[src/rtl/inc_pkg.sv]
// rtl/inc_pkg.sv - shared state encodings and width default for inc_stream
package inc_pkg;

  localparam int INC_DATAWIDTH = 2;

  typedef enum logic [1:0] {
    EMPTY = 2'd0,
    ONE   = 2'd1,
    FULL  = 2'd2
  } inc_state_e;

endpackage

[src/rtl/inc_core.sv]
// rtl/inc_core.sv - combinational increment with all-ones detection
// Saturation on all-ones operand selected by INC_STREAM_SAT_EN.
module inc_core
  import inc_pkg::*;
#(
  parameter int DATAWIDTH = INC_DATAWIDTH
) (
  input  logic [DATAWIDTH-1:0] i_a,
  output logic [DATAWIDTH-1:0] o_sum,
  output logic                 o_ovf
);

  logic w_all_ones;

  assign w_all_ones = &i_a;
  assign o_ovf      = w_all_ones;

`ifdef INC_STREAM_SAT_EN
  assign o_sum = w_all_ones ? i_a : i_a + DATAWIDTH'(1);
`else
  assign o_sum = i_a + DATAWIDTH'(1);
`endif

endmodule

[src/rtl/inc_stream.sv]
// rtl/inc_stream.sv - 2-entry skid-buffered incrementer stream (a -> a+1)
// Optional saturation via INC_STREAM_SAT_EN, implemented inside inc_core.
module inc_stream
  import inc_pkg::*;
#(
  parameter int DATAWIDTH = INC_DATAWIDTH
) (
  input  logic                 Clk,
  input  logic                 Rst,
  input  logic                 a_valid,
  output logic                 a_ready,
  input  logic [DATAWIDTH-1:0] a,
  output logic                 d_valid,
  input  logic                 d_ready,
  output logic [DATAWIDTH-1:0] d,
  output logic                 ovf
);

  inc_state_e           r_state;
  inc_state_e           w_next_state;
  logic                 r_a_ready;
  logic [DATAWIDTH-1:0] r_out_d;
  logic                 r_out_ovf;
  logic [DATAWIDTH-1:0] r_skid_d;
  logic                 r_skid_ovf;

  logic [DATAWIDTH-1:0] w_sum;
  logic                 w_core_ovf;
  logic                 w_accept;
  logic                 w_drain;
  logic                 w_load_out_new;
  logic                 w_load_out_skid;
  logic                 w_load_skid;

  inc_core #(
    .DATAWIDTH (DATAWIDTH)
  ) u_core (
    .i_a   (a),
    .o_sum (w_sum),
    .o_ovf (w_core_ovf)
  );

  assign d_valid  = (r_state != EMPTY);
  assign a_ready  = r_a_ready;
  assign d        = r_out_d;
  assign ovf      = r_out_ovf;
  assign w_accept = a_valid & r_a_ready;
  assign w_drain  = d_valid & d_ready;

  always_comb begin
    w_next_state    = r_state;
    w_load_out_new  = 1'b0;
    w_load_out_skid = 1'b0;
    w_load_skid     = 1'b0;
    case (r_state)
      EMPTY: begin
        if (w_accept) begin
          w_next_state   = ONE;
          w_load_out_new = 1'b1;
        end
      end
      ONE: begin
        case ({w_accept, w_drain})
          2'b11: w_load_out_new = 1'b1;
          2'b10: begin
            w_next_state = FULL;
            w_load_skid  = 1'b1;
          end
          2'b01: w_next_state = EMPTY;
          default: ;
        endcase
      end
      FULL: begin
        // Output register refills from the skid entry on the draining edge.
        if (w_drain) begin
          w_next_state    = ONE;
          w_load_out_skid = 1'b1;
        end
      end
      default: w_next_state = EMPTY;
    endcase
  end

  always_ff @(posedge Clk) begin
    if (Rst) begin
      r_state    <= EMPTY;
      r_a_ready  <= 1'b1;
      r_out_d    <= '0;
      r_out_ovf  <= 1'b0;
      r_skid_d   <= '0;
      r_skid_ovf <= 1'b0;
    end else begin
      r_state   <= w_next_state;
      r_a_ready <= (w_next_state != FULL);
      if (w_load_out_new) begin
        r_out_d   <= w_sum;
        r_out_ovf <= w_core_ovf;
      end else if (w_load_out_skid) begin
        r_out_d   <= r_skid_d;
        r_out_ovf <= r_skid_ovf;
      end
      if (w_load_skid) begin
        r_skid_d   <= w_sum;
        r_skid_ovf <= w_core_ovf;
      end
    end
  end

endmodule

[config.mk]
export PLATFORM = sky130hd
export DESIGN_NAME = inc_stream
export DESIGN_NICKNAME = d
export VERILOG_FILES = /design/src/rtl/inc_pkg.sv /design/src/rtl/inc_core.sv /design/src/rtl/inc_stream.sv
export SDC_FILE = /design/constraint.sdc
export NUM_CORES = 1
export LEC_CHECK = 0
export BUFFER_PORTS_ARGS = -buffer_cell sky130_fd_sc_hd__buf_4
export CAP_MARGIN = 20
export CORE_AREA = 2 2 39 41
export DETAILED_ROUTE_END_ITERATION = 7
export DIE_AREA = 0 0 41 43
export PLACE_DENSITY = 0.61
export SYNTH_ARGS = -nofsm -noshare
export SYNTH_HDL_FRONTEND = slang
export SYNTH_SLANG_ARGS = --single-unit
[constraint.sdc]
create_clock -name Clk -period 1.8 [get_ports Clk]
set_input_delay 0.36 -clock Clk [delete_from_list [all_inputs] [get_ports Clk]]
set_output_delay 0.36 -clock Clk [all_outputs]
set_load 0.02 [all_outputs]
==> summary.md <==
| Metric | Value |
|---|---|
| H-tree depth | 1 |
| Syn Std Cell Area | around 420 µm² |
| CP Launch Type | flop |
| Antenna diodes | 0 |
| Overall Global Routing Usage | 10.30% |
| Total of max-cap violations | 0 |
| Worst Clk Skew | around 0.0025 ns |
| Status | finished, final reports clean |
| Initial antenna violation count | 0 |
| Final ANT Viol Nets | 0 |
| Dpl hpwl | 583.1 µm |
| Clock Latency Late Sink | about 0.26 ns |
| CP endpoint kind | output pin |
| Vias in the first global route | 294 |
| Clock Path Buffers | 2 |
| Hold path depth | 2 |
| Period utilization | 81.84% |
| Gpl congestion | approximately 0.71 |
| Count of cell types in the netlist | 20 |
| Max incr delay on CP | around 0.38 ns |
| Seq/Total Area, Yosys | 42.48% |
| Dominant combinational cell family by area after synthesis | simple AND/OR/NAND/NOR gates |
| Placed Cells | 67 |
| Simple logic cell fraction of the synthesized area | 23.89% |
| Port bufs | 10 |
| CP max FO | 7 |
| Yosys warns | 0 |
| Share of cells above drive strength 1 | between 30% and 40% |
| Fin worst setup slack | 0.3269 ns |
| Syn Nets | 49 |
| Die Wd | 41 µm |
| Violation count after the first detailed-route iteration | 0 |
| CTS tree | built |
| I/O Pins | 11 |
| CP required | 1.44 ns |
| R2R cell count | 3 |
| R2r endpoint | ovf |
| Final hold slack | a little under 0.3 ns |
| DR vias/cell | 4.732 |
| Fin. max-slew vios | 0 |
| # Post-CTS Setup Buffers | 0 |
| Power Dens Cells | 860.1 nW/µm² |
| Largest net degree at the start of global routing | 10 |
| WP buf/inv | 1 |
| Synth-to-layout area growth | 27.73% |
| Flops & latches, synth | 9 |
| Finished Layout Cells | just over 70 |
| Post-detailed-route wirelength per cell | roughly 11 µm |
| Pre-CTS setup slack | approximately 0.44 ns |
| Adder-cell share of the synthesized area | 2.950% |
| Final hold vios | 0 |
| Setup_tns | 0 ns |
| Min Clock Period, post-route | 1.473 ns |
| DIE AREA | roughly 1800 µm² |
| P_leak | 0.2432 nW |
| DRC viols | 0 |
| Post-Synth XOR/XNOR Area | 0% |
| First-pass GRT wire length | 1.200 mm |
| CTS Root Cell | clkbuf_4 |
| Worst VDD drop | 415.8 µV |
| Synth Instances | 42 |
| Worst path cell trace | or2_2, buf_4 |
| Crit path max-delay family | flip-flops |
| Post-synthesis compound-gate area fraction | 13.57% |
| Hold Path Class | primary input to flop |
| Hold buffer count at cts | 0 |
| CORE AREA | between 1000 and 1500 µm² |
| Commonest cells after routing, fill and taps aside | buf_4, dfxtp_1, nor2_1 |
| RSZ-0062 raised after global routing | no |
| Mux contribution to synthesized area | 14.45% |
| Relative slew slack | 82.27% |
| Initial Util | 30.65% |
| Die H | 43 µm |
| Critical path type | flop to output pin |
| Core Rows | 14 |
| Reg2reg setup slack | 0.57 ns |
| Fmax achieved | 678.8 MHz |
| Crit Reg-Reg Startpoint | r_state[1] |
| Fin nets | 63 |
| Number of clock sinks | 9 |
| Hold Path End | r_skid_d[0] |
| CP max stage cell | dfxtp_1 |
| 1st-pass router iterations | 1 |
| Final setup viols | 0 |
| Post-cts sizing count | 0 |
| Clock-pin transition on the worst setup and hold timing paths | 0.06 ns |
| CTS Buf Count | 3 |
| Syn avg cell area | 10.10 µm² |
| Most common cell after layout, fill and taps aside | buf_4 |
| DRT Wirelength | 754 µm |
| Hold Crit Start | a[0] |
| Via count | 336 |
| CP arrival | 1.11 ns |
| Worst-Margin Slew | 0.2651 ns |
| GR Overflow Total | 0 |
per-stage QoR:
step           total power [W]  instance area (µm²)  util [%]
4_1_cts              0.0004738                541.8     39.15
3_3_place_gp         0.0003149                515.5     37.25
3_5_place_dp         0.0003155                515.5     37.25
2_1_floorplan        0.0002829                424.2         -
6_report             0.0004660                541.8     39.15
5_1_grt              0.0004919                541.8     39.15
worst register-to-register path, delay by kind of cell, from the launching register on:
family	cells	cell delay, ns
flops	1	0.47
simple gates	1	0.26
compound gates	1	0.23
mux	1	0.18
power by group:
group	internal, W	switching (W)	leakage [nW]	total [W]
logic	0.0000449	0.0000446	0.154	0.0000895
registers	0.000211	0.00000884	0.0738	0.000220
clock network	0.0000855	0.0000708	0.0150	0.000156
Yosys cell counts (all sizes together):
cell / n / area share [%]
and3b: 1 / 2.9
clkbuf: 1 / 0.88
nand2b: 1 / 3.2
ha: 1 / 2.9
o22a: 1 / 2.4
a31oi: 1 / 1.5
nor2: 7 / 6.2
or2: 2 / 3.0
a211oi: 3 / 5.3
mux2i: 5 / 12
dfxtp: 9 / 42
nand3: 1 / 1.2
mux2: 1 / 2.7
nand2: 2 / 3.5
a21oi: 2 / 2.4
a31o: 1 / 2.1
nor3: 1 / 3.8
inv: 2 / 1.8
cell families after synthesis:
| group | count (synthesis) |
|---|---|
| simple gates | 15 |
| flops | 9 |
| compound gates | 8 |
| mux | 6 |
| buf+inv | 3 |
| fa+ha+maj | 1 |
worst max-delay path by stage:
stage                     from          to  slack, ns  cells past startpoint
finish              r_state[1]     d_valid       0.33                      2
global route        r_state[1]     d_valid       0.28                      2
CTS                 r_state[1]     d_valid       0.31                      2
detailed placement     d_ready     a_ready       0.44                      5
global placement       d_ready     a_ready       0.47                      5
floorplan              a_ready  r_state[0]       0.61                      4
metal layers:
layer	global-route usage, %	share of wire [%]	up-vias
li1	-	-	175
met3	3.141	5.0	2
met4	6.000	2.5	0
met5	0	0	-
met1	13.44	47	150
met2	14.37	45	9
state kept, by name, indices dropped and copies added (netlist names):
register	flops
r_skid_ovf	1
d	2
ovf	1
a_ready	1
r_skid_d	2
r_state	2
final cells by class:
type / count / area [µm²]
clock buffer: 4 / 26.28
fill: 147 / 842.1
inverter: 2 / 7.507
multi-input combinational: 30 / 232.7
sequential: 9 / 180.2
tap: 16 / 20.02
timing repair buffer: 10 / 75.07
No activity file was read; power rests on OpenSTA's default activity.
